**config.mk**
```make
export PLATFORM = sky130hd
export DESIGN_NAME = perf_arbiter
export DESIGN_NICKNAME = d
export VERILOG_FILES = /design/src/rtl/perf_arbiter_pkg.sv /design/src/rtl/perf_arbiter_rr_arbiter.sv /design/src/rtl/perf_arbiter.sv
export SDC_FILE = /design/constraint.sdc
export NUM_CORES = 1
export LEC_CHECK = 0
export BUFFER_PORTS_ARGS = -buffer_cell sky130_fd_sc_hd__buf_2
export CAP_MARGIN = 25
export CORE_ASPECT_RATIO = 2
export CORE_MARGIN = 1
export CORE_UTILIZATION = 32
export DETAILED_ROUTE_END_ITERATION = 7
export PLACE_DENSITY_LB_ADDON = 0.08
export SLEW_MARGIN = 15
export SYNTH_ARGS = -nofsm -noshare
export SYNTH_HDL_FRONTEND = slang
export SYNTH_HIERARCHICAL = 1
export SYNTH_SLANG_ARGS = --single-unit
```
**constraint.sdc**
```tcl
create_clock -name clk_i -period 1.95 [get_ports clk_i]
set_input_delay 0.2925 -clock clk_i [delete_from_list [all_inputs] [get_ports clk_i]]
set_output_delay 0.2925 -clock clk_i [all_outputs]
set_load 0.01 [all_outputs]
```
**src/rtl/perf_arbiter_pkg.sv**
```systemverilog
// Shared types for the perf-counter port arbiter: perf register map, FSM encoding, latched command.
// Latency: n/a (types and constants only).
// Backpressure: n/a.
package perf_arbiter_pkg;

  // Perf unit register map (4-bit command address)
  localparam logic [3:0] PERF_ADDR_RST = 4'h0;
  localparam logic [3:0] PERF_ADDR_EN  = 4'h4;
  localparam logic [3:0] PERF_ADDR_LO  = 4'h8;
  localparam logic [3:0] PERF_ADDR_HI  = 4'hC;

  typedef enum logic [1:0] {
    ARB_DRAIN = 2'd0,
    ARB_IDLE  = 2'd1,
    ARB_ISSUE = 2'd2,
    ARB_WAIT  = 2'd3
  } arb_state_e;

  typedef struct packed {
    logic [3:0] addr;
    logic       data;
  } perf_cmd_t;

endpackage

```
**src/rtl/perf_arbiter_rr_arbiter.sv**
```systemverilog
// Round-robin pick: first requester with req set, searching last+1, last+2, ... mod NREQ.
// Latency: purely combinational.
// Backpressure: none; the caller decides when the pick is consumed.
// Ports: req (per-requester request), last (previous winner) -> gnt_valid, gnt_idx.
module perf_arbiter_rr_arbiter #(
  parameter int NREQ = 2,
  parameter int GW   = (NREQ > 1) ? $clog2(NREQ) : 1
) (
  input  logic [NREQ-1:0] req,
  input  logic [GW-1:0]   last,
  output logic            gnt_valid,
  output logic [GW-1:0]   gnt_idx
);

  always_comb begin
    gnt_valid = 1'b0;
    gnt_idx   = '0;
    // k = 1 first so the previous winner is considered last
    for (int k = 1; k <= NREQ; k++) begin
      if (!gnt_valid && req[(int'(last) + k) % NREQ]) begin
        gnt_valid = 1'b1;
        gnt_idx   = GW'((int'(last) + k) % NREQ);
      end
    end
  end

endmodule

```
**src/rtl/perf_arbiter.sv**
```systemverilog
// Shares one perf-counter cmd/rsp port among NREQ requesters, round-robin, one transaction in flight.
// Latency: cmd accept -> downstream cmd_valid next cycle; rsp routed to the winner combinationally.
// Backpressure: one outstanding txn; a winner holding rsp ready low stalls all others indefinitely.
// Ports: clk_i/rst_i; s_cmd_* / s_rsp_* per-requester lanes (flattened); m_cmd_* / m_rsp_* to the perf unit.
module perf_arbiter
  import perf_arbiter_pkg::*;
#(
  parameter int NREQ = 2
) (
  input  logic                 clk_i,
  input  logic                 rst_i,
  input  logic [NREQ-1:0]      s_cmd_valid_i,
  output logic [NREQ-1:0]      s_cmd_ready_o,
  input  logic [4*NREQ-1:0]    s_cmd_addr_i,
  input  logic [NREQ-1:0]      s_cmd_data_i,
  output logic [NREQ-1:0]      s_rsp_valid_o,
  input  logic [NREQ-1:0]      s_rsp_ready_i,
  output logic [32*NREQ-1:0]   s_rsp_data_o,
  output logic                 m_cmd_valid_o,
  input  logic                 m_cmd_ready_i,
  output logic [3:0]           m_cmd_addr_o,
  output logic                 m_cmd_data_o,
  input  logic                 m_rsp_valid_i,
  output logic                 m_rsp_ready_o,
  input  logic [31:0]          m_rsp_data_i
);

  localparam int GW = (NREQ > 1) ? $clog2(NREQ) : 1;

  arb_state_e    state_q, state_d;
  logic [GW-1:0] last_q;
  logic [GW-1:0] grant_q;
  perf_cmd_t     cmd_q;

  logic          gnt_valid;
  logic [GW-1:0] pick;
  perf_cmd_t     pick_cmd;
  logic          grant_rsp_rdy;
  logic          cmd_accept;
  logic          rsp_done;

  perf_arbiter_rr_arbiter #(
    .NREQ (NREQ),
    .GW   (GW)
  ) u_rr (
    .req       (s_cmd_valid_i),
    .last      (last_q),
    .gnt_valid (gnt_valid),
    .gnt_idx   (pick)
  );

  // Lane select: command of the current pick, rsp ready of the current owner
  always_comb begin
    pick_cmd      = '0;
    grant_rsp_rdy = 1'b0;
    for (int i = 0; i < NREQ; i++) begin
      if (i == int'(pick)) begin
        pick_cmd.addr = s_cmd_addr_i[4*i +: 4];
        pick_cmd.data = s_cmd_data_i[i];
      end
      if (i == int'(grant_q)) begin
        grant_rsp_rdy = s_rsp_ready_i[i];
      end
    end
  end

  assign cmd_accept = (state_q == ARB_IDLE) && gnt_valid;
  assign rsp_done   = (state_q == ARB_WAIT) && m_rsp_valid_i && grant_rsp_rdy;

  // State register and command latch
  always_ff @(posedge clk_i or posedge rst_i) begin
    if (rst_i) begin
      state_q <= ARB_DRAIN;
      last_q  <= GW'(NREQ - 1);
      grant_q <= '0;
      cmd_q   <= '0;
    end else begin
      state_q <= state_d;
      if (cmd_accept) begin
        cmd_q   <= pick_cmd;
        grant_q <= pick;
      end
      if (rsp_done) begin
        last_q <= grant_q;
      end
    end
  end

  // Next-state logic
  always_comb begin
    state_d = state_q;
    case (state_q)
      // Perf unit has no reset: wait until it is idle with nothing left to hand back
      ARB_DRAIN: if (m_cmd_ready_i && !m_rsp_valid_i) state_d = ARB_IDLE;
      ARB_IDLE:  if (gnt_valid)                       state_d = ARB_ISSUE;
      ARB_ISSUE: if (m_cmd_ready_i)                   state_d = ARB_WAIT;
      ARB_WAIT:  if (rsp_done)                        state_d = ARB_IDLE;
      default:                                        state_d = ARB_DRAIN;
    endcase
  end

  // Outputs
  always_comb begin
    s_cmd_ready_o = '0;
    s_rsp_valid_o = '0;
    s_rsp_data_o  = '0;
    m_cmd_valid_o = (state_q == ARB_ISSUE);
    m_cmd_addr_o  = cmd_q.addr;
    m_cmd_data_o  = cmd_q.data;
    m_rsp_ready_o = 1'b0;
    case (state_q)
      ARB_DRAIN: m_rsp_ready_o = 1'b1;  // swallow any stale response
      ARB_WAIT:  m_rsp_ready_o = grant_rsp_rdy;
      default:   m_rsp_ready_o = 1'b0;
    endcase
    for (int i = 0; i < NREQ; i++) begin
      if (cmd_accept && i == int'(pick)) begin
        s_cmd_ready_o[i] = 1'b1;
      end
      if (state_q == ARB_WAIT && i == int'(grant_q)) begin
        s_rsp_valid_o[i]         = m_rsp_valid_i;
        s_rsp_data_o[32*i +: 32] = m_rsp_data_i;
      end
    end
  end

endmodule

```
[After elaboration in Yosys (flattened, before gate mapping)]
Index checks and enable logic that the tools add are counted.
Cells by class
  add/sub/neg operators: 2
  magnitude comparators: 2
  equality and inequality tests: 7
  multiplexer cells: 24
  bitwise operators: 4
  reduce and logical (&&, ||, !) cells: 13
Operators with widths (count)
  $mux 32: 2
  $mux 1: 15
  $logic_and 1x1->1: 9
  $mux 2: 4
  $pmux 2 s4: 1
  $lt 2x3->1 const B: 2
  $ne 2x2->1 const B: 3
  $mux 5: 1
  $eq 2x2->1 const B: 2
  $reduce_and 4->1: 1
  $add 1x1->1 const B: 2
  $and 1x1->1 const A: 2
  $eq 2x1->1 const B: 1
  $logic_not 1->1: 2
  $logic_not 2->1: 1
  $ne 2x1->1 const B: 1
  $not 1->1: 2
  $pmux 1 s2: 1
Storage, ports and cells
  flip-flop bits (word level): 9
  input port bits: 50

[Longest topological paths before layout]
  depth in word-level cells: 12
  mapped depth: 6
  mapped depth without buffers: 6

[Cells and area by module]
The synthesis kept the hierarchy.
By module, submodules not included
  perf_arbiter: instances 1, cells each 130, area each 988.4 um^2, sequential area each 226.5 um^2
  perf_arbiter_rr_arbiter: instances 1, cells each 2, area each 13.8 um^2, sequential area each 0.0 um^2

[Least setup slack after synthesis]
OpenSTA, ideal clock, no wires.
  kind: reg-to-output
  from: register state_q[1]
  to: output port m_rsp_ready_o
  arrival time: 1285 ps
  setup slack: 373 ps
  cell stages (with the launch flop): 6
  path buffers: 2
  cells stage by stage: dfrtp_1 ha_1 clkbuf_1 clkbuf_1 a21oi_1 nor2_1
On the way
  cells in the longest elaborated chain, start to end: 2
  elaborated cells on any way between the ends: 3
  classes of those cells: eq/ne (1); mux (1); reduce/logical (1)
RTL lines
  start: declaration: line perf_arbiter.sv:30  | arb_state_e state_q, state_d;
  start signal: assignment: line perf_arbiter.sv:78  | state_q <= state_d;
  $eq 2x2->1 / $logic_not 2->1 (equally long branches): line perf_arbiter.sv:111  | case (state_q)
  $pmux 1 s2 (*): line perf_arbiter.sv:111
  end: declaration: line perf_arbiter.sv:24  | output logic m_rsp_ready_o,
Every way passes the cells marked *; elsewhere a longest branch is shown, timed or not.

[Final worst setup path]
  from: register state_q[0]
  to: output port s_rsp_data_o[9]
On the way
  cells in the longest elaborated chain, start to end: 3
RTL lines
  $eq 2x2->1: line perf_arbiter.sv:120  | if (state_q == ARB_WAIT && i == int'(grant_q)) begin
  $logic_and 1x1->1: line perf_arbiter.sv:120
  $mux 32: line perf_arbiter.sv:120
  end: declaration: line perf_arbiter.sv:18  | output logic [32*NREQ-1:0] s_rsp_data_o,
Every way passes these cells.

==> report_table.html <==
<table>
<tr><th>Metric</th><th>Value</th></tr>
<tr><th colspan="2">Route</th></tr>
<tr><td>Post-route ant nets</td><td>0</td></tr>
<tr><td>Number of vias after detailed routing</td><td>1361</td></tr>
<tr><td>Drt initial violations</td><td>20</td></tr>
<tr><td>WL/cell</td><td>11.96 microns</td></tr>
<tr><td>Drc violations</td><td>0</td></tr>
<tr><td>Count of TritonRoute iterations in the first routing pass</td><td>4</td></tr>
<tr><td>Via-per-instance ratio</td><td>4.775</td></tr>
<tr><td>Routed wire length</td><td>3409 microns</td></tr>
<tr><th colspan="2">Logic synthesis</th></tr>
<tr><td>Largest area contributor in the netlist</td><td>and3_1</td></tr>
<tr><td>Sequential-to-total area share from yosys stat</td><td>0.2260</td></tr>
<tr><td>Cell variety after synth</td><td>23</td></tr>
<tr><td>Proportion of register bits with asynchronous set or reset after synthesis</td><td>1.000</td></tr>
<tr><td>Primary flip-flop cell chosen by synthesis mapping</td><td>dfrtp_1</td></tr>
<tr><td>Yosys warns</td><td>6</td></tr>
<tr><td>Fraction of synthesized cell area taken by the top area cell type</td><td>0.2122</td></tr>
<tr><td>Main area contributors after synthesis</td><td>and3_1 (21%), and2_1 (21%), dfrtp_1 (20%)</td></tr>
<tr><td>Synth cell count leaders</td><td>and3_1 (34), and2_1 (33), clkbuf_1 (12), dfrtp_1 (8), nand2_1 (7)</td></tr>
<tr><td>Cell area after technology mapping</td><td>0.001002 sq mm</td></tr>
<tr><td>Cell with the most instances after synthesis</td><td>and3_1</td></tr>
<tr><td>Gate count after technology mapping</td><td>132</td></tr>
<tr><td>Mean Syn Cell Area</td><td>7.593 sq um</td></tr>
<tr><td>EDFF count, synth</td><td>0</td></tr>
<tr><td>FF+latch count, synth</td><td>9</td></tr>
<tr><td>Total nets after synthesis</td><td>186</td></tr>
<tr><th colspan="2">Global route</th></tr>
<tr><td>Number of antenna violations at the first check in global routing</td><td>0</td></tr>
<tr><td>Overall global routing resource usage</td><td>0.1863</td></tr>
<tr><td>Largest net degree at the start of global routing</td><td>34</td></tr>
<tr><td>Via count of the first global-routing pass</td><td>1196</td></tr>
<tr><td>Total gr overflow</td><td>0</td></tr>
<tr><td>Wire length of the first global-routing pass</td><td>4981 microns</td></tr>
<tr><th colspan="2">Worst setup path</th></tr>
<tr><td>Register-to-register path setup slack</td><td>310 ps</td></tr>
<tr><td>Largest driver fanout on the critical path</td><td>16</td></tr>
<tr><td>Sort of element at the end of the critical path</td><td>primary output</td></tr>
<tr><td>Reg-to-reg endpoint</td><td>state_q[1]$_DFFE_PP0P_</td></tr>
<tr><td>Data arrival, critical path</td><td>1550 ps</td></tr>
<tr><td>Required arrival time at the worst endpoint</td><td>1660 ps</td></tr>
<tr><td>Kind of start point of the critical path</td><td>flop</td></tr>
<tr><td>Critical path start-end classification</td><td>reg2out</td></tr>
<tr><td>Worst reg2reg startpoint</td><td>state_q[0]$_DFFE_PP0P_</td></tr>
<tr><td>Path depth of the worst reg2reg path</td><td>6</td></tr>
<tr><th colspan="2">Clock tree</th></tr>
<tr><td>TritonCTS clock tree</td><td>done</td></tr>
<tr><td>Root buffer selected by CTS</td><td>clkbuf_8</td></tr>
<tr><td>H-tree depth</td><td>1</td></tr>
<tr><td>Number of hold-repair buffers added at the cts stage</td><td>0</td></tr>
<tr><td>Sinks on Clock Net</td><td>9</td></tr>
<tr><td>Latest clock arrival within the worst-skew pair</td><td>230 ps</td></tr>
<tr><td>Clock Pin Slew Worst Setup and Hold Paths</td><td>40 ps</td></tr>
<tr><td>CTS max path bufs</td><td>2</td></tr>
<tr><td>Cts bufs inserted</td><td>3</td></tr>
<tr><th colspan="2">Timing</th></tr>
<tr><td>Final-report max-slew violation count</td><td>0</td></tr>
<tr><td>Tightest Pin Transition</td><td>344.6 ps</td></tr>
<tr><td>Setup repair after global routing missed its margin</td><td>false</td></tr>
<tr><td>Final number of hold-violating endpoints</td><td>0</td></tr>
<tr><td>Slew Limit Headroom</td><td>0.7700</td></tr>
<tr><td>Tcrit/Tclk final</td><td>0.9426</td></tr>
<tr><td>Total setup violations reported at the end of the flow</td><td>0</td></tr>
<tr><td>Time the worst path needs with I/O delays and setup</td><td>1838 ps</td></tr>
<tr><td>Final-layout setup total negative slack</td><td>0 ps</td></tr>
<tr><td>Max Freq</td><td>0.5441 GHz</td></tr>
<tr><td>Largest clock skew in the final design</td><td>0.8059 ps</td></tr>
<tr><td>Worst Hold Slack</td><td>16.30 ps</td></tr>
<tr><th colspan="2">Final layout</th></tr>
<tr><td>Area taken by multi-input logic gates</td><td>713.2 sq um</td></tr>
<tr><td>P&amp;R area growth vs syn</td><td>71.79%</td></tr>
<tr><td>Final layout net count</td><td>310</td></tr>
<tr><td>Fraction of layout instances using a drive strength above 1</td><td>0.5529</td></tr>
<tr><td>Number of antenna diodes</td><td>0</td></tr>
<tr><td>Filler Cell Count</td><td>312</td></tr>
<tr><td>Post-route cell area</td><td>0.001722 sq mm</td></tr>
<tr><td>Area taken by flip-flops and latches</td><td>226.5 sq um</td></tr>
<tr><td>End-of-flow core utilization</td><td>0.5782</td></tr>
<tr><th colspan="2">Job</th></tr>
<tr><td>Max capacitance violation total</td><td>0</td></tr>
<tr><th colspan="2">Floorplanning</th></tr>
<tr><td>Number of cell rows</td><td>28</td></tr>
<tr><td>Width of the die</td><td>41.57 microns</td></tr>
<tr><td>Total Die Area</td><td>0.003373 sq mm</td></tr>
<tr><td>Die height</td><td>81.15 microns</td></tr>
<tr><td>Core area</td><td>0.002978 sq mm</td></tr>
<tr><td>I/O pin count</td><td>125</td></tr>
<tr><td>Initial core utilization</td><td>0.3366</td></tr>
<tr><th colspan="2">Power and ir drop</th></tr>
<tr><td>Total power per unit cell area</td><td>1255 mW/mm^2</td></tr>
<tr><td>Leakage</td><td>1.210 nW</td></tr>
<tr><td>Peak supply drop</td><td>777.9 uV</td></tr>
<tr><th colspan="2">Min path</th></tr>
<tr><td>Class of the most critical hold timing path</td><td>in2async</td></tr>
<tr><th colspan="2">Place</th></tr>
<tr><td># port buffers</td><td>124</td></tr>
<tr><td>GP Congestion</td><td>0.7418</td></tr>
<tr><td>Placed Area</td><td>0.001660 sq mm</td></tr>
<tr><td>HPWL Detailed</td><td>2802 microns</td></tr>
<tr><th colspan="2">Outcome</th></tr>
<tr><td>Run status</td><td>finished clean</td></tr>
</table>
[cells in the final DEF (no fill, tap or decap), drive strengths merged]
master	instances
dfrtp	8
or2	1
buf	132
a31oi	1
dfstp	1
and3	34
clkbuf	4
nand3	1
nand2	8
and2	33
a221oi	1
o21ai	5
ha	4
nor2b	1
nor2	4
a21boi	1
a21o	1
inv	4
a21oi	3
mux2i	6
mux2	2
[metrics by stage]
step	instances	setup WS, ps	total power, mW
finish	285	112.0	2.161
global route	285	20.40	2.353
CTS	284	40.56	2.149
detailed placement	280	290.2	1.930
global placement	280	289.9	1.928
floorplan	132	372.9	1.310
[worst max-delay path: stages, from the launching register on]
cell	delay [ps]
dfrtp_1	390
ha_2	260
nor2b_2	210
buf_4	200
and2_1	140
buf_2	120
[power by group]
group	internal, mW	total (mW)	switching, mW
Sequential	0.279	0.340	0.0616
Clock	0.142	0.209	0.0674
Combinational	0.735	1.61	0.877
Total	1.16	2.16	1.01
[worst max path at each step]
stage | startpoint | to
4_1_cts | state_q[1]$_DFFE_PP0P_ | s_rsp_data_o[18]
2_1_floorplan | state_q[1]$_DFFE_PP0P_ | m_rsp_ready_o
6_report | state_q[0]$_DFFE_PP0P_ | s_rsp_data_o[9]
3_3_place_gp | state_q[0]$_DFFE_PP0P_ | s_rsp_data_o[18]
3_5_place_dp | state_q[1]$_DFFE_PP0P_ | s_rsp_data_o[18]
5_1_grt | state_q[0]$_DFFE_PP0P_ | s_rsp_data_o[20]
[logic make-up (layout without fill, tap and decap cells)]
logic type / Yosys count / in the layout / synth area share
buffers and inverters: 17 / 140 / 0.06741
DFF: 9 / 9 / 0.2260
and+or+nand+nor: 82 / 82 / 0.4832
muxes: 8 / 8 / 0.08614
AOI/OAI and AO/OA: 12 / 12 / 0.08740
adders and majority gates: 4 / 4 / 0.04994
[registers in the layout, summed over array words and instances (netlist names)]
register and cells:
grant_q 1, last_q 1, m_cmd_addr_o 4, m_cmd_data_o 1
state_q 2
[layer usage]
layer	part of all wire	vias to the layer above	track usage
met2	0.57	80	0.3984
met5	0	-	0
met4	0.012	0	0.08065
met3	0.082	4	0.04444
met1	0.34	590	0.1483
li1	-	687	-
[final cells by class]
class,instances,area share
Tap cell,30,0.02180
Clock buffer,4,0.02616
Inverter,4,0.008721
Sequential cell,9,0.1315
Timing Repair Buffer,132,0.3975
Multi-Input combinational cell,106,0.4142
[timing repair]
item                                   in CTS  in global routing
resized for setup                           0                  5
setup endpoints to repair                   0                 33
endpoints found under the hold margin       0                  0
buffers inserted                            0                  0
No activity file was read; power rests on OpenSTA's default activity.
